--- config.mk ---
export PLATFORM = sky130hd
export DESIGN_NAME = ps_bigreg_assembler_flat
export DESIGN_NICKNAME = d
export VERILOG_FILES = /design/src/rtl/ps_bigreg_assembler_pkg.sv /design/src/rtl/ps_bigreg_assembler_if.sv /design/src/rtl/ps_bigreg_assembler_fresh_clear_sweeper.sv /design/src/rtl/ps_bigreg_assembler.sv /design/src/flat_wrapper.sv
export SDC_FILE = /design/constraint.sdc
export NUM_CORES = 1
export LEC_CHECK = 0
export BUFFER_PORTS_ARGS = -buffer_cell sky130_fd_sc_hd__buf_2
export CAP_MARGIN = 20
export CELL_PAD_IN_SITES_DETAIL_PLACEMENT = 0
export CELL_PAD_IN_SITES_GLOBAL_PLACEMENT = 1
export CORE_ASPECT_RATIO = 2
export CORE_MARGIN = 2
export CORE_UTILIZATION = 35
export DETAILED_ROUTE_END_ITERATION = 10
export PLACE_DENSITY_LB_ADDON = 0.08
export SLEW_MARGIN = 20
export SYNTH_ARGS = -nofsm -noshare
export SYNTH_HDL_FRONTEND = slang
export SYNTH_SLANG_ARGS = --single-unit
--- constraint.sdc ---
create_clock -name clk -period 36.9 [get_ports clk]
set_input_delay 0 -clock clk [delete_from_list [all_inputs] [get_ports clk]]
set_output_delay 0 -clock clk [all_outputs]
set_load 0.01 [all_outputs]
--- src/rtl/ps_bigreg_assembler_pkg.sv ---
// ps_bigreg_assembler_pkg: shared widths and FSM encoding for the PS_BIGREG assemblers.
package ps_bigreg_assembler_pkg;
   localparam int WD_BUS_WIDTH = 32;
   typedef logic [1:0] bigreg_state_t;
   localparam bigreg_state_t BR_IDLE = 2'd0;
   localparam bigreg_state_t BR_HOLD = 2'd1;
   localparam bigreg_state_t BR_SWEEP = 2'd2;
endpackage

--- src/rtl/ps_bigreg_assembler_if.sv ---
// ps_bigreg_assembler_if: mem-map write side, committed output handshake and fresh-bit clear bus.
interface ps_bigreg_assembler_if #(
   parameter int SAMPLES = 16,
   parameter int ID_W = 8,
   parameter int WORD_W = 16
);
   import ps_bigreg_assembler_pkg::*;
   logic wr_en;
   logic [ID_W-1:0] wr_id;
   logic [WD_BUS_WIDTH-1:0] wr_data;
   logic [SAMPLES*WORD_W-1:0] out_data;
   logic out_valid;
   logic out_ready;
   logic out_partial;
   logic clr_en;
   logic [ID_W-1:0] clr_id;
   logic busy;
   modport master (
      output wr_en, wr_id, wr_data, out_ready,
      input out_data, out_valid, out_partial, clr_en, clr_id, busy
   );
   modport slave (
      input wr_en, wr_id, wr_data, out_ready,
      output out_data, out_valid, out_partial, clr_en, clr_id, busy
   );
endinterface

--- src/rtl/ps_bigreg_assembler_fresh_clear_sweeper.sv ---
// fresh_clear_sweeper: after start, strobes clr_id = BASE_ID..BASE_ID+COUNT-1 one per cycle.
module fresh_clear_sweeper #(
   parameter int ID_W = 8,
   parameter logic [ID_W-1:0] BASE_ID = '0,
   parameter int COUNT = 17
) (
   input logic clk,
   input logic rst,
   input logic start,
   output logic clr_en,
   output logic [ID_W-1:0] clr_id,
   output logic done
);
   localparam int CW = $clog2(COUNT + 1);
   logic [CW-1:0] idx;
   logic active;
   always_ff @(posedge clk or posedge rst)
      if (rst) begin
         active <= 1'b0;
         idx <= '0;
      end else if (start) begin
         active <= 1'b1;
         idx <= '0;
      end else if (done) begin
         active <= 1'b0;
         idx <= '0;
      end else if (active)
         idx <= idx + CW'(1);
   assign done = active && idx == CW'(COUNT - 1);
   assign clr_en = active;
   assign clr_id = BASE_ID + ID_W'(idx);
endmodule

--- src/rtl/ps_bigreg_assembler.sv ---
// ps_bigreg_assembler: stages SAMPLES mem-map words, commits them on the VALID id write,
// then sweeps the fresh bits of BASE_ID..BASE_ID+SAMPLES clear.
module ps_bigreg_assembler
   import ps_bigreg_assembler_pkg::*;
#(
   parameter int BASE_ID = 1,
   parameter int SAMPLES = 16,
   parameter int ID_W = 8,
   parameter int WORD_W = 16
) (
   input logic clk,
   input logic rst,
   ps_bigreg_assembler_if.slave bus
);
   localparam int IW = SAMPLES > 1 ? $clog2(SAMPLES) : 1;
   localparam logic [ID_W-1:0] BASE = ID_W'(BASE_ID);
   localparam logic [ID_W-1:0] VALID = ID_W'(BASE_ID + SAMPLES);
   bigreg_state_t state;
   logic [SAMPLES*WORD_W-1:0] staging, out_data;
   logic [SAMPLES-1:0] word_mask, mask_next;
   logic [ID_W-1:0] off;
   logic [IW-1:0] slot;
   logic stage_wr, req, pending, out_valid, out_partial, start, done, commit, unused_wr_data;
   assign off = bus.wr_id - BASE;
   assign slot = off[IW-1:0];
   assign stage_wr = bus.wr_en && off < ID_W'(SAMPLES);
   assign req = bus.wr_en && bus.wr_id == VALID;
   assign start = state == BR_HOLD && out_valid && bus.out_ready;
   // a request queued during HOLD/SWEEP, or one landing on the last sweep cycle, recommits at once
   assign commit = (req && state == BR_IDLE) || (done && (pending || req));
   assign unused_wr_data = ^bus.wr_data;
   always_comb mask_next = (commit ? '0 : word_mask) | (stage_wr ? SAMPLES'(1) << slot : '0);
   always_ff @(posedge clk or posedge rst)
      if (rst) begin
         state <= BR_IDLE;
         staging <= '0;
         out_data <= '0;
         word_mask <= '0;
         pending <= 1'b0;
         out_valid <= 1'b0;
         out_partial <= 1'b0;
      end else begin
         word_mask <= mask_next;
         if (stage_wr) staging[slot*WORD_W +: WORD_W] <= bus.wr_data[WORD_W-1:0];
         pending <= !commit && (pending || (req && state != BR_IDLE));
         if (commit) begin
            out_data <= staging;
            out_partial <= ~&word_mask;
            out_valid <= 1'b1;
            state <= BR_HOLD;
         end else if (start) begin
            out_valid <= 1'b0;
            state <= BR_SWEEP;
         end else if (done)
            state <= BR_IDLE;
      end
   fresh_clear_sweeper #(.ID_W(ID_W), .BASE_ID(BASE), .COUNT(SAMPLES + 1)) u_sweep (
      .clk(clk),
      .rst(rst),
      .start(start),
      .clr_en(bus.clr_en),
      .clr_id(bus.clr_id),
      .done(done)
   );
   assign bus.out_data = out_data;
   assign bus.out_valid = out_valid;
   assign bus.out_partial = out_partial;
   assign bus.busy = state != BR_IDLE;
endmodule

--- src/flat_wrapper.sv ---
// flat-port wrapper written by rule: the top's interface ports become plain ports
module ps_bigreg_assembler_flat import ps_bigreg_assembler_pkg::*;
#(
   parameter int BASE_ID = 1,
   parameter int SAMPLES = 16,
   parameter int ID_W = 8,
   parameter int WORD_W = 16
)
  (clk, rst, bus_wr_en, bus_wr_id, bus_wr_data, bus_out_ready, bus_out_data, bus_out_valid, bus_out_partial, bus_clr_en, bus_clr_id, bus_busy);
  ps_bigreg_assembler_if #(.SAMPLES(SAMPLES), .ID_W(ID_W), .WORD_W(WORD_W)) bus_i ();
  input logic clk;
  input logic rst;
  input wire logic [$bits(bus_i.wr_en)-1:0] bus_wr_en;
  input wire logic [$bits(bus_i.wr_id)-1:0] bus_wr_id;
  input wire logic [$bits(bus_i.wr_data)-1:0] bus_wr_data;
  input wire logic [$bits(bus_i.out_ready)-1:0] bus_out_ready;
  output wire logic [$bits(bus_i.out_data)-1:0] bus_out_data;
  output wire logic [$bits(bus_i.out_valid)-1:0] bus_out_valid;
  output wire logic [$bits(bus_i.out_partial)-1:0] bus_out_partial;
  output wire logic [$bits(bus_i.clr_en)-1:0] bus_clr_en;
  output wire logic [$bits(bus_i.clr_id)-1:0] bus_clr_id;
  output wire logic [$bits(bus_i.busy)-1:0] bus_busy;
  assign bus_i.wr_en = bus_wr_en;
  assign bus_i.wr_id = bus_wr_id;
  assign bus_i.wr_data = bus_wr_data;
  assign bus_i.out_ready = bus_out_ready;
  assign bus_out_data = bus_i.out_data;
  assign bus_out_valid = bus_i.out_valid;
  assign bus_out_partial = bus_i.out_partial;
  assign bus_clr_en = bus_i.clr_en;
  assign bus_clr_id = bus_i.clr_id;
  assign bus_busy = bus_i.busy;
  ps_bigreg_assembler #(.BASE_ID(BASE_ID), .SAMPLES(SAMPLES), .ID_W(ID_W), .WORD_W(WORD_W)) u_core (.clk(clk), .rst(rst), .bus(bus_i));
endmodule
Word level (Yosys, flattened, before mapping)
Index checks and enable logic that the tools add are counted.
{"block": "totals", "input_bits": 44, "wordCells": 55, "output_inout_bits": 268, "regBits": 539}
{"block": "classes", "bitwise_logic": 1, "n_reduce_logical": 21, "eq_ne": 3, "add_sub_neg": 4, "shifts": 3, "n_mux": 13, "order_cmp": 1}
{"operator": "bitwise mux 256 bit", "count": 1}
{"operator": "variable shift 16 x 34 -> 256 bit, first input constant", "count": 1}
{"operator": "indexed part select 16 x 34 -> 256 bit", "count": 1}
{"operator": "negator 8 -> 34 bit", "count": 1}
{"operator": "2-to-1 mux 16 bit", "count": 2}
{"operator": "bitwise OR 16 bit", "count": 1}
{"operator": "AND reduction 16 bit", "count": 1}
{"operator": "<< shifter 1 x 4 -> 16 bit, first input constant", "count": 1}
{"operator": "2-to-1 mux 5 bit", "count": 3}
{"operator": "logical AND 1 bit", "count": 9}
{"operator": "== test 8 x 5 -> 1 bit, second input constant", "count": 1}
{"operator": "< comparator 8 x 5 -> 1 bit, second input constant", "count": 1}
{"operator": "subtractor 8 x 1 -> 8 bit, second input constant", "count": 1}
{"operator": "adder 1 x 5 -> 6 bit, first input constant", "count": 1}
{"operator": "2-to-1 mux 2 bit", "count": 3}
{"operator": "nonzero test 2 bit", "count": 3}
{"operator": "nonzero test 3 bit", "count": 2}
{"operator": "adder 5 x 1 -> 5 bit, second input constant", "count": 1}
{"operator": "== test 5 bit, second input constant", "count": 1}
{"operator": "2-to-1 mux 1 bit", "count": 4}
{"operator": "logical OR 1 bit", "count": 3}
{"operator": "== test 2 x 1 -> 1 bit, second input constant", "count": 1}
{"operator": "logical NOT 1 bit", "count": 2}
{"operator": "logical NOT 2 bit", "count": 1}

Longest topological paths before layout
{"block": "depth", "ltp_word": 7, "mapped_depth": 12, "mapped_depth_nobuf": 10}

Hierarchy
Synthesis repeated with hierarchy kept, for this count alone.
{"block": "unflattened", "hier_cells": 1864, "area_unflattened_um2": 21205.3}
{"mod": "ps_bigreg_assembler", "seq_area_each_um2": 13337.8, "area_each_um2": 20835.0, "cells_each": 1821, "n_inst": 1}
{"mod": "fresh_clear_sweeper", "seq_area_each_um2": 150.1, "area_each_um2": 370.4, "cells_each": 43, "n_inst": 1}

Least setup slack after synthesis
OpenSTA, ideal clock, no wires.
{"block": "synth_path", "kind": "input -> register", "start": "input bus_wr_id[0]", "end": "register u_core.staging[196]", "t_required_ns": 36.775, "setup_slack_ns": 34.257, "setup_time_ns": 0.125, "path_buffers": 2, "arrival_ns": 2.518, "path_stages": 11, "cell_sequence": "inv_1 ha_1 xor2_2 inv_2 and3_2 ha_1 or3b_4 or4b_1 buf_6 buf_12 mux2_4"}
{"block": "synth_via", "elab_chain_cells": 4, "word_cells_on_any_way": 7, "cone_classes": "2 x add/sub; 1 x order compare; 2 x shift; 1 x mux; 1 x reduce/logical"}
{"element": "start, declared", "line": "flat_wrapper.sv:14", "source": "input wire logic [$bits(bus_i.wr_id)-1:0] bus_wr_id;"}
{"element": "subtractor 8 x 1 -> 8 bit (*)", "line": "ps_bigreg_assembler.sv:24", "source": "assign off = bus.wr_id - BASE;"}
{"element": "negator 8 -> 34 bit", "line": "ps_bigreg_assembler.sv:44", "source": "if (stage_wr) staging[slot*WORD_W +: WORD_W] <= bus.wr_data[WORD_W-1:0];"}
{"element": "indexed part select 16 x 34 -> 256 bit or variable shift 16 x 34 -> 256 bit (tied branches)", "line": "ps_bigreg_assembler.sv:44"}
{"element": "bitwise mux 256 bit", "line": "ps_bigreg_assembler.sv:44"}
{"element": "end signal, assigned by index", "line": "ps_bigreg_assembler.sv:44"}
{"element": "end, declared", "line": "ps_bigreg_assembler.sv:19", "source": "logic [SAMPLES*WORD_W-1:0] staging, out_data;"}
Mark *: on every way between the ends. The rest lies on a longest branch, timed or not.
A chain may end at the register's enable or synchronous reset.

Final worst setup path
{"block": "layout_path", "start": "register u_core.u_sweep.active (netlist: u_core.u_sweep.clr_en)", "end": "register u_core.out_data[64] (netlist: u_core.bus.out_data[64])"}
{"block": "layout_via", "elab_chain_cells": 3}
{"element": "start, declared", "line": "ps_bigreg_assembler_fresh_clear_sweeper.sv:16", "source": "logic active;"}
{"element": "start signal, assigned", "line": "ps_bigreg_assembler_fresh_clear_sweeper.sv:19", "source": "active <= 1'b0;"}
{"element": "start signal, assigned", "line": "ps_bigreg_assembler_fresh_clear_sweeper.sv:22", "source": "active <= 1'b1;"}
{"element": "start signal, assigned", "line": "ps_bigreg_assembler_fresh_clear_sweeper.sv:25", "source": "active <= 1'b0;"}
{"element": "logical AND 1 bit", "line": "ps_bigreg_assembler_fresh_clear_sweeper.sv:29", "source": "assign done = active && idx == CW'(COUNT - 1);"}
{"element": "logical AND 1 bit", "line": "ps_bigreg_assembler.sv:30", "source": "assign commit = (req && state == BR_IDLE) || (done && (pending || req));"}
{"element": "logical OR 1 bit", "line": "ps_bigreg_assembler.sv:30"}
{"element": "end signal, assigned", "line": "ps_bigreg_assembler.sv:47", "source": "out_data <= staging;"}
{"element": "end, declared", "line": "ps_bigreg_assembler.sv:19"}
No other way between the ends.

==> reports/qor.csv <==
stage,metric,value,unit
setup_path,critical path capture point type,flip-flop,
drt,met2 WL,28.9,mm
sta,Final setup viols,0,
drt,WL final,56.2,mm
drt,DRC errors left,0,
floorplanning,row cnt,127,
floorplanning,Starting Density,0.353,
global_routing,vias in the first global route,12600,
sta,max-slew violation count,0,
setup_path,CP required,37370,ps
placement,global placement routability congestion,0.742,
placement,IO Port Bufs,293,
sta,post-route setup TNS,0,ps
global_routing,largest net degree at the start of global routing,151,
logic_synthesis,Syn Area/Cell,16.2,sq um
drt,total number of vias,11800,
power,leakage,13.5,nW
sta,Max Freq,0.260,GHz
power,maximum VDD drop,0.0376,mV
drt,Via-to-Cell Ratio,4.84,
floorplanning,CORE AREA,0.0597,sq mm
global_routing,gr ovfl total,0,
layout,Layout Area Growth over Synthesis,19.8,%
global_routing,first-pass GRT wire length,84.5,mm
sta,min cycle time layout,3840,ps
global_routing,Tot GR Track Use,0.183,
logic_synthesis,ys async rst share,1.00,
logic_synthesis,Synth area leader,dfrtp_1,
layout,fin nets,1683,
logic_synthesis,Yosys top cell area share,0.640,
drt,total iterations of the first detailed-routing run,4,
floorplanning,num ports,312,
sta,Rel. slew slack,0.360,
logic_synthesis,most area-consuming cells after synthesis,"dfrtp_1 64%, mux2_2 26%, and2_1 1.4%",
setup_path,crit path DAT,4310,ps
sta,Slew @ Worst Pin,960,ps
power,Tot Pwr,1.19,mW
drt,met1 wire length,22.3,mm
status,status,finished clean,
setup_path,CP dominant cell by count,buf_4,
placement,dpl ws,32890,ps
clock_network,root buf cell,clkbuf_16,
placement,# placed instances,2335,
drt,antenna-violating nets left,0,
logic_synthesis,post-synthesis sequential area ratio,0.640,
layout,Fill cells,5639,
setup_path,WP buf/inv,2,
global_routing,antenna violations before repair,6,
clock_network,Clock Pin Slew Worst Setup and Hold Paths,70,ps
setup_path,CP cell instances,nor2b_1 > nand3_1 > a21oi_1 > a21o_4 > buf_4 > buf_4 > mux2_2,
clock_network,CTS Buf Count,49,
layout,post-route insts no fill,2442,
power,Power Density,47.0,mW/mm^2
sta,Fin Clk Skew,13.3,ps
drt,1st-iter DRT viols,414,
clock_network,Post-CTS Resized,0,
logic_synthesis,Ys Warns,0,
logic_synthesis,"Cell Area, Synth",0.0211,sq mm
drt,top layer in use,met4,
layout,most frequent cells in the layout,"539 x dfrtp_1, 494 x mux2_2, 293 x buf_2, 49 x clkbuf_16, 48 x and2_1",
floorplanning,die area,0.0623,sq mm
setup_path,crit path launch type,flip-flop,
drt,routed length on met3,3.76,mm
clock_network,CTS tree,done,
setup_path,worst stage delay on the critical path,790,ps
hold_path,HP Class,input pin to asynchronous set/reset pin,
clock_network,worst-skew pair later-pin latency,590,ps
floorplanning,Die Ht,351,um
clock_network,CTS max path bufs,3,
sta,Final Cycle Share,0.104,
placement,post-DP HPWL,37.6,mm
sta,Final WS setup,33060,ps
logic_synthesis,"flops & latches, synth",539,
flow_run,max_cap viols,0,
clock_network,clock sink count,539,
logic_synthesis,top_reg_cell synth,dfrtp_1,
sta,RSZ-0062 raised after global routing,false,
logic_synthesis,"EDFF count, synth",0,
floorplanning,Die Width,178,um
layout,"most common cell after layout, fill and taps aside",dfrtp_1,
layout,share of cells above drive strength 1,0.563,
setup_path,CP max FO,60,
clock_network,H-tree Lvls,2,
setup_path,crit path max-delay cell type,buf_4,
setup_path,"CP delay by family, top",buffers and inverters,
logic_synthesis,Cell variety after synth,50,
drt,WL/cell,23.0,um
logic_synthesis,Post-Synthesis Cells,1301,
sta,final hold vios,0,
setup_path,Setup Crit Path Kind,flip-flop to flip-flop,
## per-stage QoR
| step | hold WS [ps] | utilization | area (sq um) |
|---|---|---|---|
| final | 21.4 | 0.423 | 25300 |
| after global routing | 17.4 | 0.423 | 25300 |
| after CTS | 6.04 | 0.422 | 25200 |
| after detailed placement | 288 | 0.393 | 23500 |
| after global placement | 274 | 0.393 | 23500 |
| after floorplan | 148 | - | 21100 |
## what timing repair did
action	4_1_cts	5_1_grt
hold buffers	16	1
hold endpoints to repair	189	1
setup buffers	0	0
## flip-flops by register name, summed over array words and instances (netlist names)
name                    count
u_core.word_mask           16
u_core.bus.out_data       256
u_core.u_sweep.idx          5
u_core.bus.out_valid        1
u_core.state                2
u_core.staging            256
u_core.bus.out_partial      1
u_core.u_sweep.clr_en       1
u_core.pending              1
## layout make-up
class | count | area (sq um) | area share
clock buffers | 73 | 1420 | 0.0561
repair buffers | 338 | 1870 | 0.0741
clock inverters | 15 | 183 | 0.00723
well taps | 774 | 968 | 0.0383
multi-input cells | 693 | 7290 | 0.288
inverters | 8 | 42.5 | 0.00168
flip-flops and latches | 539 | 13500 | 0.534
diodes | 2 | 5.00 | 0.000198
## report_power, final
group / leakage (nW) / switching, mW / total (mW) / internal [mW]
clock: 0.793 / 0.228 / 0.521 / 0.293
combinational: 5.20 / 0.0361 / 0.0562 / 0.0201
sequential: 7.51 / 0.00686 / 0.609 / 0.602
total: 13.5 / 0.271 / 1.19 / 0.916
## cells in the mapped netlist, types with 2 or more instances
library cell / n
a21oi_1: 5
a22o_1: 16
and2_1: 48
and3_1: 3
buf_1: 2
buf_2: 29
buf_4: 3
buf_6: 4
clkbuf_1: 23
dfrtp_1: 539
ha_1: 10
inv_1: 7
mux2_2: 494
mux2_4: 20
nand2_1: 17
nand2b_1: 3
nand3_1: 7
nand4_1: 4
nand4bb_1: 2
nor2_1: 10
nor2b_1: 3
nor3_1: 8
nor3_4: 3
nor3b_1: 3
nor4_4: 2
nor4b_4: 6
o21ai_0: 2
or2_2: 2
or4_1: 2
xnor2_1: 2
xor2_1: 3
## path summary, 6_finish.rpt
path	start	to	slack, ps	cells past startpoint
min in group clk	bus_wr_data[9]	u_core.staging[137]	20	2
worst max register to register	u_core.u_sweep.clr_en	u_core.bus.out_data[64]	33060	7
worst min-delay path	rst	u_core.staging[125]	20	3
worst max-delay path	u_core.u_sweep.clr_en	u_core.bus.out_data[64]	33060	7
worst min register to register	u_core.staging[129]	u_core.bus.out_data[129]	500	1
max in group asynchronous	rst	u_core.bus.out_data[16]	34640	5
## per-layer routing
| metal | track usage | up-vias |
|---|---|---|
| li1 | - | 5269 |
| met1 | 0.219 | 6194 |
| met2 | 0.322 | 292 |
| met3 | 0.0478 | 66 |
| met4 | 0.0483 | 0 |
| met5 | 0 | - |
## cells by family (layout without fill, tap and decap cells)
group           Yosys count  count (layout)  share of synthesized area
simple gates            134             134                     0.0463
mux                     515             515                      0.279
xor+xnor                  6               6                    0.00285
other cells               1               4                   0.000178
compound gates           26              26                    0.00950
buf+inv                  70             434                     0.0169
fa+ha+maj                10              10                    0.00593
flops                   539             539                      0.640
## worst min-delay path: cells and delay by family
family / cells / cell delay, ps
buffers and inverters: 3 / 1100
No activity file was read; power rests on OpenSTA's default activity.
